===== config.mk =====
export PLATFORM = sky130hd
export DESIGN_NAME = dco_freq_counter
export DESIGN_NICKNAME = d
export VERILOG_FILES = /design/src/rtl/dco_freq_counter.sv
export SDC_FILE = /design/constraint.sdc
export NUM_CORES = 1
export LEC_CHECK = 0
export CAP_MARGIN = 20
export CORE_UTILIZATION = 50
export CTS_BUF_LIST = sky130_fd_sc_hd__clkbuf_16
export DETAILED_ROUTE_END_ITERATION = 8
export HOLD_SLACK_MARGIN = 0.05
export PLACE_DENSITY = 0.76
export SLEW_MARGIN = 40
export SYNTH_ARGS = -nofsm -noshare
export SYNTH_HDL_FRONTEND = slang
export SYNTH_SLANG_ARGS = --single-unit

===== constraint.sdc =====
create_clock -name clk -period 7.3 [get_ports clk]
set_clock_uncertainty 0.2 [all_clocks]
set_input_delay 1.825 -clock clk [delete_from_list [all_inputs] [get_ports clk]]
set_output_delay 1.825 -clock clk [all_outputs]
set_load 0.03 [all_outputs]

===== src/rtl/dco_freq_counter.sv =====
// dco_freq_counter: counts DCO rising edges over a programmable clk-cycle window
module dco_freq_counter #(
  parameter int GATE_W = 16,
  parameter int CNT_W  = 16
) (
  input  logic              clk,
  input  logic              rst_n,
  input  logic              ena,
  input  logic              dco_in,
  input  logic [GATE_W-1:0] gate_cycles,
  input  logic              start,
  input  logic              continuous,
  output logic [CNT_W-1:0]  count_out,
  output logic              count_valid,
  output logic              overflow,
  output logic              busy
);
  typedef enum logic [1:0] {IDLE, ARM, MEASURE, DONE} state_t;
  state_t state, state_nxt;
  logic sync1, sync2, dly, dco_edge, accept, ovf_acc, ovf_nxt;
  logic [GATE_W-1:0] gate_len, gate_cnt;
  logic [CNT_W-1:0] cnt, cnt_nxt;
  assign dco_edge = sync2 & ~dly;
  assign busy = state != IDLE;
  assign accept = ena && start && gate_cycles != '0;
  // the final window cycle's edge is folded in so the result lands on entry to DONE
  always_comb begin
    cnt_nxt = cnt;
    ovf_nxt = ovf_acc;
    if (state == MEASURE && dco_edge) begin
      if (&cnt) ovf_nxt = 1'b1;
      else cnt_nxt = cnt + 1'b1;
    end
    state_nxt = !ena ? IDLE :
                state == IDLE ? (accept ? ARM : IDLE) :
                state == ARM ? MEASURE :
                state == MEASURE ? (gate_cnt == GATE_W'(1) ? DONE : MEASURE) :
                (continuous ? ARM : IDLE);
  end
  always_ff @(posedge clk or negedge rst_n) begin
    if (!rst_n) begin
      state       <= IDLE;
      sync1       <= 1'b0;
      sync2       <= 1'b0;
      dly         <= 1'b0;
      gate_len    <= '0;
      gate_cnt    <= '0;
      cnt         <= '0;
      ovf_acc     <= 1'b0;
      count_out   <= '0;
      count_valid <= 1'b0;
      overflow    <= 1'b0;
    end else begin
      state <= state_nxt;
      sync1 <= dco_in;
      sync2 <= sync1;
      dly   <= sync2;
      if (state == IDLE && accept) gate_len <= gate_cycles;
      if (state == ARM) begin
        cnt      <= '0;
        ovf_acc  <= 1'b0;
        gate_cnt <= gate_len;
      end else if (state == MEASURE) begin
        cnt      <= cnt_nxt;
        ovf_acc  <= ovf_nxt;
        gate_cnt <= gate_cnt - 1'b1;
      end
      count_valid <= state_nxt == DONE;
      if (state_nxt == DONE) begin
        count_out <= cnt_nxt;
        overflow  <= ovf_nxt;
      end
    end
  end
endmodule


After elaboration in Yosys (flattened, before gate mapping)
Index checks and enable logic that the tools add are counted.
- register bits after elaboration: 72
- input bits: 22
- word-level logic and storage cells: 45
- $add $sub $neg: 2
- equal/unequal tests: 4
- muxes and demuxes: 17
- bitwise gates (word level): 2
- reduce and logical (&&, ||, !) cells: 9
- operators with widths (operator ; count):
    $mux W16 ; 6
    $add A16 B1 Y16 const B ; 1
    $eq A16 B1 Y1 const B ; 1
    $reduce_and A16 Y1 ; 1
    $reduce_bool A16 Y1 ; 1
    $sub A16 B1 Y16 const B ; 1
    $mux W2 ; 4
    $mux W1 ; 7
    $eq A2 B2 Y1 const B ; 2
    $logic_and A1 B1 Y1 ; 4
    $reduce_bool A2 Y1 ; 2
    $eq A2 B1 Y1 const B ; 1
    $logic_not A2 Y1 ; 1
    $and A1 B1 Y1 ; 1
    $not A1 Y1 ; 1

Logic depth before layout (Yosys ltp)
Gate-level depths: netlist of run 1.
- word-level depth: 7
- gate-level depth with buffers: 9

Worst setup path after synthesis of run 1
Ideal clock, no wire load.
- path kind: input -> register
- start point: in gate_cycles[2]
- end point: reg count_out[10]
- setup time: 0.125 ns
- data arrival time: 3.141 ns
- slack: 3.834 ns
- stages on the path: 7
- path through: nor4_1 -> nand4_1 -> nand4_2 -> o22a_1 -> buf_6 -> buf_12 -> mux2_4
- longest elaborated chain between the ends: 6
- RTL lines (element ; line ; RTL):
    start, declared ; 10 ; input logic [GATE_W-1:0] gate_cycles,
    $reduce_bool A16 Y1 ; 25 ; assign accept = ena && start && gate_cycles != '0;
    $logic_and A1 B1 Y1 ; 25 ;
    $mux W1 ; 35 ; state == IDLE ? (accept ? ARM : IDLE) :
    $mux W2 ; 35 ;
    $mux W2 ; 34 ; state_nxt = !ena ? IDLE :
    $eq A2 B2 Y1 ; 69 ; if (state_nxt == DONE) begin
    end signal, assigned ; 70 ; count_out <= cnt_nxt;
    end, declared ; 13 ; output logic [CNT_W-1:0] count_out,
Every way passes these cells.
A chain may end at the register's enable or synchronous reset.

Worst setup path after layout of run 1
- start point: in gate_cycles[8]
- end point: reg count_out[0]
Same word-level chain as after synthesis.

==> results of run 1 <==
==> report_power, final <==
part	switching, mW	total, mW	leakage, nW	internal (mW)
clock network	0.167	0.498	0.161	0.331
logic	0.187	0.335	0.904	0.148
registers	0.0815	0.563	0.899	0.482
==> cells by family (layout without fill, tap and decap cells) <==
family,Yosys count,count (layout),share of synthesized area
and+or+nand+nor,122,122,0.182
AOI/OAI and AO/OA,79,79,0.132
DFF,72,72,0.471
muxes,40,40,0.123
buffers and inverters,36,74,0.0451
xor gates and xnor gates,12,12,0.0275
adders and majority gates,6,6,0.0196
==> cell usage after synthesis (3+ instances only) <==
cell type | count | area (sq um)
nor4_1 | 10 | 62.6
nor2b_1 | 4 | 25.0
mux2i_1 | 8 | 80.1
nand2_1 | 20 | 75.1
nor3_1 | 10 | 50.1
o31ai_1 | 3 | 22.5
clkbuf_1 | 12 | 45.0
inv_1 | 15 | 56.3
nor2_1 | 24 | 90.1
buf_2 | 4 | 20.0
o21ai_0 | 24 | 120
o22ai_1 | 4 | 25.0
a31oi_1 | 3 | 18.8
mux2_2 | 24 | 270
or4_1 | 3 | 22.5
o2bb2ai_1 | 6 | 52.6
xnor2_1 | 11 | 96.3
mux2_4 | 8 | 120
and3_1 | 6 | 37.5
a311o_1 | 4 | 40.0
a21oi_1 | 20 | 100
or3_1 | 5 | 31.3
ha_1 | 6 | 75.1
dfrtp_1 | 72 | 1800
nand4_1 | 9 | 56.3
nand3_1 | 12 | 60.1
==> flip-flops by register name, summed over array words and instances, names as in the netlist <==
register,cells
cnt,16
dly,1
gate_len,16
state,2
count_valid,1
ovf_acc,1
sync2,1
sync1,1
overflow,1
count_out,16
gate_cnt,16
==> metal layers <==
layer  vias up  track usage  wire, um
li1       1417            -         -
met1      1470        0.309      3800
met2        86        0.383      4040
met3        15       0.0536       458
met4         0       0.0895       142
met5         -            0         0
==> final timing paths <==
kind | startpoint | to | slack, ns | cells past startpoint
setup reg to reg | state[0] | gate_cnt[10] | 4.54 | 7
hold reg to reg | sync1 | sync2 | 0.16 | 0
min in group asynchronous | rst_n | count_valid | 1.38 | 2
hold / removal | sync1 | sync2 | 0.16 | 0
setup / recovery | gate_cycles[8] | count_out[0] | 2.84 | 6
max in group asynchronous | rst_n | count_out[13] | 5.04 | 2
==> layout make-up <==
type	count	area [sq um]
Clock buffer	9	225
Clock inverter	7	110
Fill cell	603	2740
Inverter	15	56.3
Multi-Input combinational cell	259	1850
Sequential cell	72	1800
Tap cell	99	124
Timing Repair Buffer	43	422
==> stage by stage <==
stage,power (mW),instances
2_1_floorplan,0.781,367
3_3_place_gp,0.881,488
3_5_place_dp,0.896,488
4_1_cts,1.40,504
5_1_grt,1.47,504
6_report,1.40,504
==> flow_summary.toml, run 1 <==
[status]
outcome = "complete, no violations"

[synthesis]
synth_flop_cell = "dfrtp_1"
ys_ff_latch = 72
netlist_instances = 367
synth_async_sr_flop_share = 1.00
synth-seq-area-share = 0.471
avgSynthCellArea_sq_um = 10.4
synth_edf_count = 0
syn_area_sq_um = 3830
yosys_warnings = 0
syn_nets = 395
yosysUniqueCellTypes = 61

[final_layout]
fin_util = 0.627
mostFrequentLayoutCells = "dfrtp_1, clkdlybuf4s50_1, nor2_1, o21ai_0, mux2_2"
fin_nets = 428
n_antenna_cell = 0
stdcell_area_sq_um = 4590
final_layout_size_suffix_gt1_frac = 0.156
layout_commonest_cell = "dfrtp_1"
syn_to_final_growth_pct = 20.0

[placed_design]
post-dp-hpwl_mm = 5.52
io_buffers = 40
place_area_sq_um = 4260
gp_congestion = 0.837
post-place-ws_ns = 2.54

[clocking]
clk-insertion-delay-late_ns = 0.33
htree_levels = 3
cts_setup_buffers = 0
cts_sinks = 72
cts_root_buffer = "clkbuf_16"
tritoncts = "yes"
cts_buffer_depth = 2
cts_made_buffers = 9
cts_resized = 0
clk_pin_slew_worst_paths_ns = 0.05
hold_buffers = 0

[critical_path]
worst-path-buf-inv = 1
cp_top_family = "simple AND/OR/NAND/NOR gates"
path_cells = "clkdlybuf4s50_1, nor4_1, nand4_1, nand4_2, o22a_2, mux2_2"
worst_ep_required_time_ns = 7.31
critical_path.max_fanout = 18
cp_data_arrival_time_ns = 4.47
critPathSlowestCell = "o22a_2"
worstSetupStartpointType = "input pin"
worstSetupPathType = "in2reg"
endpoint_kind = "flip-flop"
slowest_delay_ns = 0.61

[worst_hold_path]
hold_class = "reg2reg"

[power_and_ir_drop]
power_leakage_nw = 1.96
ir_drop_uv = 178
power.density_nw_per_um2 = 304

[die]
rows = 31
die_h_um = 89.5
io_pins = 41
fp.coreArea_sq_um = 7330
die_w_um = 89.5
initial_core_util = 0.522
die_area_sq_um = 8010

[global_routing]
grt_use_total = 0.236
grt_max_degree = 73
first_global_vias = 2928
antenna_found_initial = 0
overflow = 0
grt_pass1_wl_mm = 14.1

[routing]
vias = 2988
post_drt_wl_per_cell_um = 16.7
drtIter0Drc = 194
ant_nets = 0
drc_errors = 0
via_per_inst = 5.93
finalWirelength_mm = 8.43
drt-pass1-iter-count = 4

[sta]
final_hold_viol_count = 0
worst_slack_ns = 2.84
fmax_ghz = 0.224
finalCriticalPeriod_ns = 4.46
holdWs_ns = 0.162
tns_ns = 0
drv_slew = 0
finalCritPeriodShare = 0.611
rsz0062_at_grt = "no"
final-setup-viol-count = 0
tightest_slew_ns = 0.745
slew_headroom = 0.503

[job]
cap_violations = 0
No activity file was read; power rests on OpenSTA's default activity.
==> run 2: changes to the inputs <==
==> constraint.sdc (replaced) <==
create_clock -name clk -period 4.5 [get_ports clk]
set_clock_uncertainty 0.2 [all_clocks]
set_input_delay 1.125 -clock clk [delete_from_list [all_inputs] [get_ports clk]]
set_output_delay 1.125 -clock clk [all_outputs]
set_load 0.03 [all_outputs]
==> run 2 against run 1 <==
Effect of this change: sequential cell count stayed put; first-iteration DRC count up 6.2%; clock-buffer cell count unchanged; core utilization rose by 0.55 points; non-clock buffer count is 3 higher; cell area is 0.87% higher; final cell count grew 0.40%.
==> flow_summary.toml, run 2 (same netlist as run 1, synthesis figures left out) <==
[status]
outcome = "complete, no violations"

[final_layout]
final_layout_size_suffix_gt1_frac = 0.162
layout_commonest_cell = "dfrtp_1"
nFillCells = 565
syn_to_final_growth_pct = 21.1
n_antenna_cell = 0
mostFrequentLayoutCells = "dfrtp_1, clkdlybuf4s50_1, nor2_1, o21ai_0, mux2_2"
fin_cells = 506
fin_nets = 431

[placed_design]
gp_congestion = 0.842
io_buffers = 40
post-dp-hpwl_mm = 5.47
placed_cells = 491

[critical_path]
slowest_delay_ns = 0.52
worst-path-buf-inv = 2
worstSetupPathType = "in2reg"
rr_worst_depth = 6
cp_data_arrival_time_ns = 3.22
worstSetupStartpointType = "input pin"
critPathSlowestCell = "nor4_1"
worst_ep_required_time_ns = 4.51
cp_top_family = "simple AND/OR/NAND/NOR gates"
critical_path_depth = 7
path_cells = "clkdlybuf4s50_1, nor4_1, nand4_1, nand4_2, o22a_1, buf_4, mux2_2"
endpoint_kind = "flip-flop"
critical_path.max_fanout = 18

[clocking]
tritoncts = "yes"
cts_resized = 0
cts_root_buffer = "clkbuf_16"
cts_sinks = 72
clk-insertion-delay-late_ns = 0.33
cts_setup_buffers = 0
hold_buffers = 0
cts_made_buffers = 9
cts_buffer_depth = 2
clk_pin_slew_worst_paths_ns = 0.05
htree_levels = 3

[sta]
tns_ns = 0
final-setup-viol-count = 0
finalCritPeriodShare = 0.713
slew_headroom = 0.584
final_hold_viol_count = 0
finalCriticalPeriod_ns = 3.21
drv_slew = 0
fmax_ghz = 0.312
rsz0062_at_grt = "no"
tightest_slew_ns = 0.620

[die]
die_w_um = 89.5
rows = 31
die_h_um = 89.5
fp.coreArea_sq_um = 7330
initial_core_util = 0.522
io_pins = 41
die_area_sq_um = 8010

[power_and_ir_drop]
ir_drop_uv = 251
power_leakage_nw = 1.99
power.density_nw_per_um2 = 498

[global_routing]
grt_use_total = 0.219
first_global_vias = 2762
overflow = 0
grt_max_degree = 49
antenna_found_initial = 0
grt_pass1_wl_mm = 13.3

[routing]
finalWirelength_mm = 7.99
vias = 2959
via_per_inst = 5.85
drc_errors = 0
post_drt_wl_per_cell_um = 15.8
drtIter0Drc = 206
drt-pass1-iter-count = 4
ant_nets = 0

[worst_hold_path]
holdPathStages = 0
hold_class = "reg2reg"

[job]
cap_violations = 0
## run 2: worst paths after layout
| path | startpoint | to | slack [ns] |
|---|---|---|---|
| max | gate_cycles[9] | count_out[15] | 1.29 |
| min | sync1 | sync2 | 0.15 |
| max reg2reg | cnt[0] | count_out[9] | 1.94 |
| min reg2reg | sync1 | sync2 | 0.15 |
| max in group asynchronous | rst_n | gate_len[5] | 2.48 |
| min in group asynchronous | rst_n | count_valid | 0.59 |
## run 2: where the power goes
group / leakage, nW / internal (mW) / switching (mW) / total (mW)
clock: 0.171 / 0.593 / 0.259 / 0.852
sequential: 0.899 / 0.782 / 0.130 / 0.912
combinational: 0.915 / 0.243 / 0.301 / 0.544
total: 1.99 / 1.62 / 0.690 / 2.31
## run 2: cell type report
cell class | count | area (sq um) | share of cell area
multi-input combinational | 259 | 1850 | 0.400
clock inverter | 6 | 133 | 0.0286
timing repair buffer | 46 | 440 | 0.0951
inverter | 15 | 56.3 | 0.0122
sequential | 72 | 1800 | 0.389
clock buffer | 9 | 225 | 0.0486
tap | 99 | 124 | 0.0267
## run 2: metrics by stage
stage,utilization,setup WS (ns),cell area [sq um],hold slack [ns],power (mW)
5_1_grt,0.632,1.16,4630,0.155,2.42
6_report,0.632,1.29,4630,0.147,2.31
3_3_place_gp,0.583,0.961,4280,0.134,1.43
3_5_place_dp,0.583,0.937,4280,0.138,1.46
2_1_floorplan,-,1.73,3830,0.131,1.27
4_1_cts,0.632,1.28,4630,0.150,2.32
## run 2: metal layers
metal	part of all wire	wire, um	global-route usage
met2	0.48	3820	0.348
met5	0	0	0
met3	0.041	325	0.0351
met4	0.016	131	0.0938
met1	0.47	3720	0.300
